[config.mk]
export PLATFORM = sky130hd
export DESIGN_NAME = pc_sequencer
export DESIGN_NICKNAME = d
export VERILOG_FILES = /design/src/rtl/pc_seq_pkg.sv /design/src/rtl/sat_counter.sv /design/src/rtl/pc_sequencer.sv
export SDC_FILE = /design/constraint.sdc
export NUM_CORES = 1
export LEC_CHECK = 0
export CAP_MARGIN = 15
export CORE_MARGIN = 2
export CORE_UTILIZATION = 31
export CTS_BUF_LIST = sky130_fd_sc_hd__clkbuf_16
export CTS_CLUSTER_DIAMETER = 120
export DETAILED_ROUTE_END_ITERATION = 8
export PLACE_DENSITY = 0.9
export SYNTH_ARGS = -nofsm -noshare
export SYNTH_HDL_FRONTEND = slang
export SYNTH_SLANG_ARGS = --single-unit
[constraint.sdc]
create_clock -name clk -period 2.9 [get_ports clk]
set_clock_uncertainty 0.2 [all_clocks]
set_input_delay 0.29 -clock clk [delete_from_list [all_inputs] [get_ports clk]]
set_output_delay 0.29 -clock clk [all_outputs]
set_load 0.005 [all_outputs]
[src/rtl/pc_seq_pkg.sv]
// pc_seq_pkg -- shared types and constants for the PC sequencer.
//   pc_state_t           : sequencer FSM state (BOOT=0, RUN=1, STALL=2, FLUSH=3)
//   PC_STEP              : sequential instruction stride in bytes
//   DEFAULT_RESET_VECTOR : default address loaded into the PC during BOOT
//   STALL_CNT_W          : width of the saturating stall counter
//   BOOT_CNT_W           : width of the boot cycle counter (BOOT_CYCLES 1..15)
//   align_target()       : clears bits [1:0] of a redirect address
package pc_seq_pkg;

   typedef enum logic [1:0] {
      ST_BOOT  = 2'd0,
      ST_RUN   = 2'd1,
      ST_STALL = 2'd2,
      ST_FLUSH = 2'd3
   } pc_state_t;

   localparam logic [63:0] PC_STEP              = 64'd4;
   localparam logic [63:0] DEFAULT_RESET_VECTOR = 64'd0;
   localparam int          STALL_CNT_W          = 16;
   localparam int          BOOT_CNT_W           = 4;

   // Instructions are word aligned; a redirect never lands mid-word.
   function automatic logic [63:0] align_target(input logic [63:0] addr);
      return {addr[63:2], 2'b00};
   endfunction

endpackage

[src/rtl/sat_counter.sv]
// sat_counter -- up counter that sticks at all-ones.
//   clk   : rising-edge clock
//   reset : asynchronous active-high reset, clears count
//   inc   : add one this cycle (ignored once saturated)
//   clr   : synchronous clear, wins over inc
//   count : current value
module sat_counter
   import pc_seq_pkg::*;
#(
   parameter int W = STALL_CNT_W
) (
   input  logic         clk,
   input  logic         reset,
   input  logic         inc,
   input  logic         clr,
   output logic [W-1:0] count
);

   always_ff @(posedge clk or posedge reset) begin
      if (reset) begin
         count <= '0;
      end else if (clr) begin
         count <= '0;
      end else if (inc && (count != '1)) begin
         count <= count + 1'b1;
      end
   end

endmodule

[src/rtl/pc_sequencer.sv]
// pc_sequencer -- chooses the next PC and the write strobe for the PC register.
//   clk, reset     : rising-edge clock, asynchronous active-high reset
//   pc_cur         : current PC register value (fed back from the PC)
//   stall_req      : load-use hazard stall request
//   mem_busy       : instruction memory still busy
//   branch_taken   : EX-stage redirect, to branch_target
//   trap_req       : trap redirect, to trap_vector
//   pc_next        : value for the PC register input
//   pc_write       : PC register write enable
//   flush          : squash IF/ID and ID/EX
//   stall_count    : saturating count of cycles ending in STALL
//   state          : FSM state, for debug
// Build option: define PC_SEQ_TRAP_EN to honour trap_req above branch_taken;
// without it the trap ports exist but are ignored.
//
// Handshake: there is no valid/ready pair here. Requests are level inputs
// sampled every cycle; pc_write=1 means the PC register takes pc_next at
// the next rising edge, pc_write=0 means it holds.
module pc_sequencer
   import pc_seq_pkg::*;
#(
   parameter logic [63:0] RESET_VECTOR = DEFAULT_RESET_VECTOR,
   parameter int          BOOT_CYCLES  = 2
) (
   input  logic                   clk,
   input  logic                   reset,
   input  logic [63:0]            pc_cur,
   input  logic                   stall_req,
   input  logic                   mem_busy,
   input  logic                   branch_taken,
   input  logic [63:0]            branch_target,
   input  logic                   trap_req,
   input  logic [63:0]            trap_vector,
   output logic [63:0]            pc_next,
   output logic                   pc_write,
   output logic                   flush,
   output logic [STALL_CNT_W-1:0] stall_count,
   output logic [1:0]             state
);

   localparam logic [BOOT_CNT_W-1:0] BOOT_LAST = BOOT_CNT_W'(BOOT_CYCLES - 1);

   pc_state_t             state_q, state_d;
   logic [BOOT_CNT_W-1:0] boot_cnt_q, boot_cnt_d;
   logic                  redirect_req;
   logic [63:0]           redirect_pc;
   logic                  stall_any;
   logic [63:0]           seq_pc;

`ifdef PC_SEQ_TRAP_EN
   assign redirect_req = trap_req | branch_taken;
   assign redirect_pc  = trap_req ? align_target(trap_vector)
                                  : align_target(branch_target);
`else
   logic unused_trap;
   assign unused_trap  = ^{trap_req, trap_vector};
   assign redirect_req = branch_taken;
   assign redirect_pc  = align_target(branch_target);
`endif

   assign stall_any = stall_req | mem_busy;
   assign seq_pc    = pc_cur + PC_STEP;   // wraps modulo 2^64
   assign state     = state_q;

   always_ff @(posedge clk or posedge reset) begin
      if (reset) begin
         state_q    <= ST_BOOT;
         boot_cnt_q <= '0;
      end else begin
         state_q    <= state_d;
         boot_cnt_q <= boot_cnt_d;
      end
   end

   always_comb begin
      state_d    = state_q;
      boot_cnt_d = boot_cnt_q;
      pc_next    = RESET_VECTOR;
      pc_write   = 1'b1;
      flush      = 1'b0;
      case (state_q)
         ST_BOOT: begin
            // Requests are ignored until the boot window has elapsed.
            if (boot_cnt_q == BOOT_LAST) begin
               state_d    = ST_RUN;
               boot_cnt_d = '0;
            end else begin
               boot_cnt_d = boot_cnt_q + 1'b1;
            end
         end
         ST_RUN, ST_STALL: begin
            // A redirect beats a stall: the stalled instruction is squashed.
            if (redirect_req) begin
               pc_next = redirect_pc;
               flush   = 1'b1;
               state_d = ST_FLUSH;
            end else if (stall_any) begin
               pc_next  = pc_cur;
               pc_write = 1'b0;
               state_d  = ST_STALL;
            end else begin
               pc_next = seq_pc;
               state_d = ST_RUN;
            end
         end
         ST_FLUSH: begin
            // Redirects are ignored here; the wrong-path one is in flight.
            flush = 1'b1;
            if (stall_any) begin
               pc_next  = pc_cur;
               pc_write = 1'b0;
               state_d  = ST_STALL;
            end else begin
               pc_next = seq_pc;
               state_d = ST_RUN;
            end
         end
         default: begin
            state_d    = ST_BOOT;
            boot_cnt_d = '0;
         end
      endcase
   end

   sat_counter #(.W(STALL_CNT_W)) u_stall_cnt (
      .clk   (clk),
      .reset (reset),
      .inc   (state_d == ST_STALL),
      .clr   (1'b0),
      .count (stall_count)
   );

endmodule

==> results.py <==
metrics = {
    "critical_path": {
        "start_kind": "primary input",
        "slowest_delay_ps": 560,
        "required_ps": 2410,
        "crit_chain": "clkdlybuf4s15_1 > nand4_1 > buf_4 > buf_4 > or4_4 > buf_6 > nor4_4 > xnor2_1 > o21ai_0 > dlygate4sd2_1",
        "worst-setup-path-type": "in -> out",
        "r2r_slack_ps": 220,
        "reg2reg_to": "u_stall_cnt.count[14]",
        "r2r_cells": 10,
        "crit_start": "pc_cur[24]",
        "critPathBufInv": 5,
        "crit_family": "buffers and inverters",
        "crit_top_cell": "buf_4",
        "arrival_ps": 2410,
        "cp_max_fo": 3,
        "r2r_start": "state[0]",
        "endpoint_kind": "output port",
        "critPathSlowestCell": "or4_4",
    },
    "layout": {
        "nets": 1057,
        "syn_to_final_growth_pct": 114,
        "multi_input_area_um2": 3300,
        "drive_gt1_share_pct": 31.7,
        "stdcell_count": 993,
        "num_antenna_cells": 0,
        "fill_cells": 827,
        "register_area_um2": 551,
        "final_area_um2": 7460,
    },
    "routing": {
        "dr.pass1.iters": 5,
        "drt_iter0_markers": 514,
        "drtAntennaViolNets": 0,
        "drt-total-wl_um": 18700,
        "drc": 0,
        "routed_via_density": 5.80,
        "avgRoutedWirePerCell_um": 18.8,
        "vias": 5757,
    },
    "timing": {
        "setup_viol": 2,
        "timing.final.crit_period_ps": 2900,
        "worst_pin_slew_ps": 821,
        "setup_tns_ps": -5.97,
        "rsz0062_at_grt": "yes",
        "maxSlewViolCount": 0,
        "period_share_pct": 100,
        "finalHoldViolCount": 0,
        "fmax_ghz": 0.344,
        "fin_ws_ps": -4.70,
        "slew-limit-headroom_pct": 45.2,
    },
    "yosys": {
        "synth-edff-count": 0,
        "synth.top_cells.by_count": "nand2_1, xnor2_1, nand3_1, nor2_1, nand4_1",
        "seq_area_frac_synth_pct": 15.8,
        "syn_area_um2": 3480,
        "synth_largest_area_cell": "dfrtp_1",
        "synthCells": 511,
        "syn-mean-instance-area_um2": 6.82,
        "synth-async-reset-ratio_pct": 100,
        "syn_nets": 714,
        "synth.distinct_cells": 48,
        "yosysWarnings": 0,
        "synth_top_area_share_pct": 15.8,
        "yosysMostFrequentCell": "nand2_1",
        "ys_ff_latch": 22,
        "synth_area_leaders": "dfrtp_1, xnor2_1, nand2_1",
        "synth_flop_cell": "dfrtp_1",
    },
    "power": {
        "peakVddDrop_mv": 0.521,
        "power_density_nw_per_um2": 583,
        "power_leakage_nw": 3.32,
    },
    "placement": {
        "placed_area_um2": 6650,
        "dpl.hpwl_um": 13600,
        "placed_cells": 960,
        "portBuffers": 214,
        "gp_congestion": 0.942,
    },
    "die": {
        "fp.dieH_um": 110,
        "rows": 38,
        "start_util_pct": 32.0,
        "fp.dieArea_um2": 12100,
        "ioPinCount": 282,
        "core_um2": 10900,
        "die_w_um": 110,
    },
    "global_routing": {
        "grt_pass1_wl_um": 27400,
        "grt-ovfl-total": 0,
        "grt_max_degree": 36,
        "antenna_found_initial": 1,
        "grt_pass1_vias": 5678,
        "track_usage_pct": 28.6,
    },
    "clocking": {
        "clock_latency_ps": 250,
        "h-tree-depth": 1,
        "numCtsBuffers": 3,
        "holdBufCountCts": 0,
        "cts_buffer_depth": 2,
        "cts_tree": "done",
        "cts.sinks": 22,
        "clkTransAtPathRegs_ps": 60,
        "cts-root-buf": "clkbuf_16",
    },
    "status": {
        "violations": "negative setup slack",
        "status": "complete, but fails checks",
    },
    "run": {
        "maxCapViolCount": 0,
    },
    "min_path": {
        "hold_class": "in -> async",
    },
}
[registers in the layout, summed over array words and instances (netlist names)]
name / flops
state: 2
u_stall_cnt.count: 16
boot_cnt_q: 4
[power breakdown]
part	leakage (nW)	total, mW	internal (mW)	switching, mW
Clock	0.0511	0.383	0.274	0.109
Sequential	0.291	0.452	0.375	0.0770
Combinational	2.98	3.52	1.87	1.65
[per-stage QoR]
stage | utilization [%] | hold slack (ps) | power (mW) | worst slack, ps
final | 68.6 | 294 | 4.35 | -4.70
after global routing | 68.6 | 325 | 4.67 | -87.6
after CTS | 66.2 | 312 | 4.15 | 1.87
after detailed placement | 61.0 | 296 | 4.00 | -868
after global placement | 61.0 | 279 | 3.94 | -871
after floorplan | - | 79.2 | 1.85 | 9.38
[cell families (layout without fill, tap and decap cells)]
kind of cell | Yosys count | after routing | synth area share [%]
simple gates | 301 | 301 | 45.5
compound gates | 83 | 83 | 16.7
xor+xnor | 57 | 57 | 14.3
buf+inv | 39 | 381 | 4.63
flops | 22 | 22 | 15.8
fa+ha+maj | 5 | 5 | 1.80
mux | 4 | 4 | 1.26
[routing by layer]
layer	global-route usage, %	share of wire (%)	wire, µm
met1	32.2	37	6820
met2	52.8	50	9370
met3	4.41	7.9	1470
met4	12.5	5.2	976
met5	0	0.059	11
[cell type report]
type | instances | area share (%)
clock buffers | 3 | 1.01
clock inverters | 1 | 0.402
inverters | 10 | 0.503
multi-input cells | 450 | 44.2
flip-flops and latches | 22 | 7.38
well taps | 140 | 2.35
repair buffers | 367 | 44.2
[how the worst max path moves through the flow]
stage / cells past startpoint / to / slack, ps
6_report: 10 / pc_next[33] / -5
5_1_grt: 10 / pc_next[38] / -90
2_1_floorplan: 7 / pc_next[53] / 9
3_5_place_dp: 9 / pc_next[62] / -870
4_1_cts: 7 / pc_next[62] / 2
3_3_place_gp: 9 / pc_next[62] / -870
[layout by cell type (no fill, tap or decap), types with 10 or more instances in the layout]
cell type,n
and3_1,10
nand2_1,69
xnor2_1,43
dlymetal6s2s_1,12
nor3_1,12
nand3_1,38
buf_4,132
nor4_4,14
clkbuf_2,12
nor2_1,40
o211ai_1,11
buf_2,16
o21ai_1,11
buf_6,15
dlygate4sd2_1,38
o21ai_0,18
dfrtp_1,22
nand4_1,37
clkdlybuf4s15_1,13
or4_4,10
clkdlybuf4s50_1,119
[worst register-to-register path: stages (launching register included)]
cell and delay [ps]:
dfrtp_1 350, inv_1 70, ha_1 310, buf_4 150, and2_1 160, buf_4 180, or4_1 400, a32oi_1 170
buf_4 220, and4_1 230, xor2_1 160
[timing repair]
action                     4_1_cts  5_1_grt
resized for setup              234       90
setup endpoints to repair       58       38
gates cloned                     1        2
pin swaps                       42       33
setup buffers                   19        7
No activity file was read; power rests on OpenSTA's default activity.
==> patch: new RTL, config.mk and constraints unchanged <==
Put a register stage on the output `stall_count`, without a reset. The value now appears one clock later. The other outputs are not delayed to match. Comments in the files are not updated.
--- a/src/rtl/pc_sequencer.sv
+++ b/src/rtl/pc_sequencer.sv
@@ -40,4 +40,6 @@
 
    localparam logic [BOOT_CNT_W-1:0] BOOT_LAST = BOOT_CNT_W'(BOOT_CYCLES - 1);
+
+   logic [STALL_CNT_W-1:0] stall_count_d;
 
    pc_state_t             state_q, state_d;
@@ -128,6 +130,10 @@
       .inc   (state_d == ST_STALL),
       .clr   (1'b0),
-      .count (stall_count)
+      .count (stall_count_d)
    );
+
+   always_ff @(posedge clk) begin
+      stall_count <= stall_count_d;
+   end
 
 endmodule
Function: changed (Yosys sat finds a counterexample within 4 cycles, from zero or initial values and one cycle with reset high).
==> patch against the unedited design <==
- global-route usage is 5.3 points lower
- count of clock-buffer cells in the layout grew 2
- combinational power is 22% lower
- die area fell by 2.3%
- sequential cell count up 16
- critical path depth decreased by 1
- wire length is 22% lower
- design area down 6.0%
- setup slack improved by 0.084 ns
- power is 8.4% lower
- area after synthesis fell by 2.4%
- largest cell class unchanged
==> patch: results (changes against the unedited design) <==
- Post-synth net total: 655 (-8.3%)
- Max incr delay on CP: 0.44 ns (-0.12 ns)
- Critical Path Sink: pc_next[29]
- CTS H-tree depth: 2 (+1)
- Synth async-reset ratio: 57.9% (-42 points)
- Initial antenna violation count: 0 (-1)
- DP HPWL: 11100 microns (-18%)
- Number of CTS-inserted buffers: 5 (+2)
- Met3 routed WL: 804 microns (-45%)
- Met2 usage: 42.3% (-10 points)
- Worst reg2reg startpoint: state[1]$_DFF_PP0_
- Final WL: 14600 microns (-22%)
- Post-Route M1 WL: 5910 microns (-13%)
- First-pass GRT wire length: 21800 microns (-21%)
- Total GRT Usage: 23.3% (-5.3 points)
- Number of vias per cell: 4.96 (-15%)
- Worst slack, placed: -0.538 ns (+0.330 ns)
- Highest Signal Layer: met4
- Port buffer count: 214 (unchanged)
- Tcrit/Tclk final: 97.3% (-2.9 points)
- VDD IR max: 0.519 mV (-0.33%)
- R2R Setup Slk: 0.39 ns (+0.17 ns)
- Top cells by area, synth: dfrtp_1, xnor2_1, dfxtp_1, nand2_1, xor2_1
- M3 GR Usage: 4.12% (-0.28 points)
- Status: complete, no violations
- FF-to-FF path depth: 9 (-1)
- Yosys cell types: 45 (-6.3%)
- Vias in the first global route: 4519 (-20%)
- Initial DRC count: 245 (-52%)
- CP delay by family, top: simple AND/OR/NAND/NOR gates
- Launch point of the critical path: mem_busy
- Sequential share of the synthesized area: 25.6% (+9.8 points)
- Synth Area in Compound Gates: 11.4% (-5.3 points)
- Met1 Track Usage GR: 28.1% (-4.1 points)
- Critical path data arrival time: 2.33 ns (-0.08 ns)
- Hold Path Class: flop to flop
- Fraction of layout cells with a size suffix above 1: 25.3% (-6.3 points)
- Mux cell area share after synthesis: 0.662% (-0.59 points)
- Synth cell count leaders: nand2_1, xnor2_1, o21ai_0, nor2_1, xor2_1
- Hold slack: 0.226 ns (-0.0673 ns)
- R2r endpoint: u_stall_cnt.count[9]$_DFFE_PP0P_
- Critical-path top delay cell: or3_4
- Slew @ Worst Pin: 0.803 ns (-0.0175 ns)
- Leak Pwr: 0.00315 uW (-5.0%)
- Largest net degree at the start of global routing: 37 (+2.8%)
[patch: what timing repair did]
action | CTS | global route
gates resized for setup | 138 | 38
cloned | 3 | 0
hold endpoints to repair | 0 | 0
hold buffers | 0 | 0
pin swaps | 27 | 14
setup endpoints to repair | 55 | 43
buffers inserted | 18 | 6
[patch: through the flow]
| stage | instances | util (%) | cell area (sq um) |
|---|---|---|---|
| after global placement | 887 | 59.5 | 6430 |
| after CTS | 916 | 64.0 | 6900 |
| after global routing | 922 | 65.0 | 7020 |
| after detailed placement | 887 | 59.5 | 6430 |
| final | 922 | 65.0 | 7020 |
| after floorplan | 452 | - | 3400 |
[patch: layout make-up]
class | count | area [sq um]
clock buffer | 5 | 125
clock inverter | 3 | 16.3
fill | 856 | 3770
inverter | 8 | 30.0
multi-input combinational | 389 | 2650
sequential | 38 | 871
tap | 140 | 175
timing repair buffer | 339 | 3150
[patch: report_power, final]
group	internal [uW]	switching, uW	total [uW]
clock network	313	200	513
registers	633	85.2	718
logic	1510	1240	2750
total	2450	1530	3980
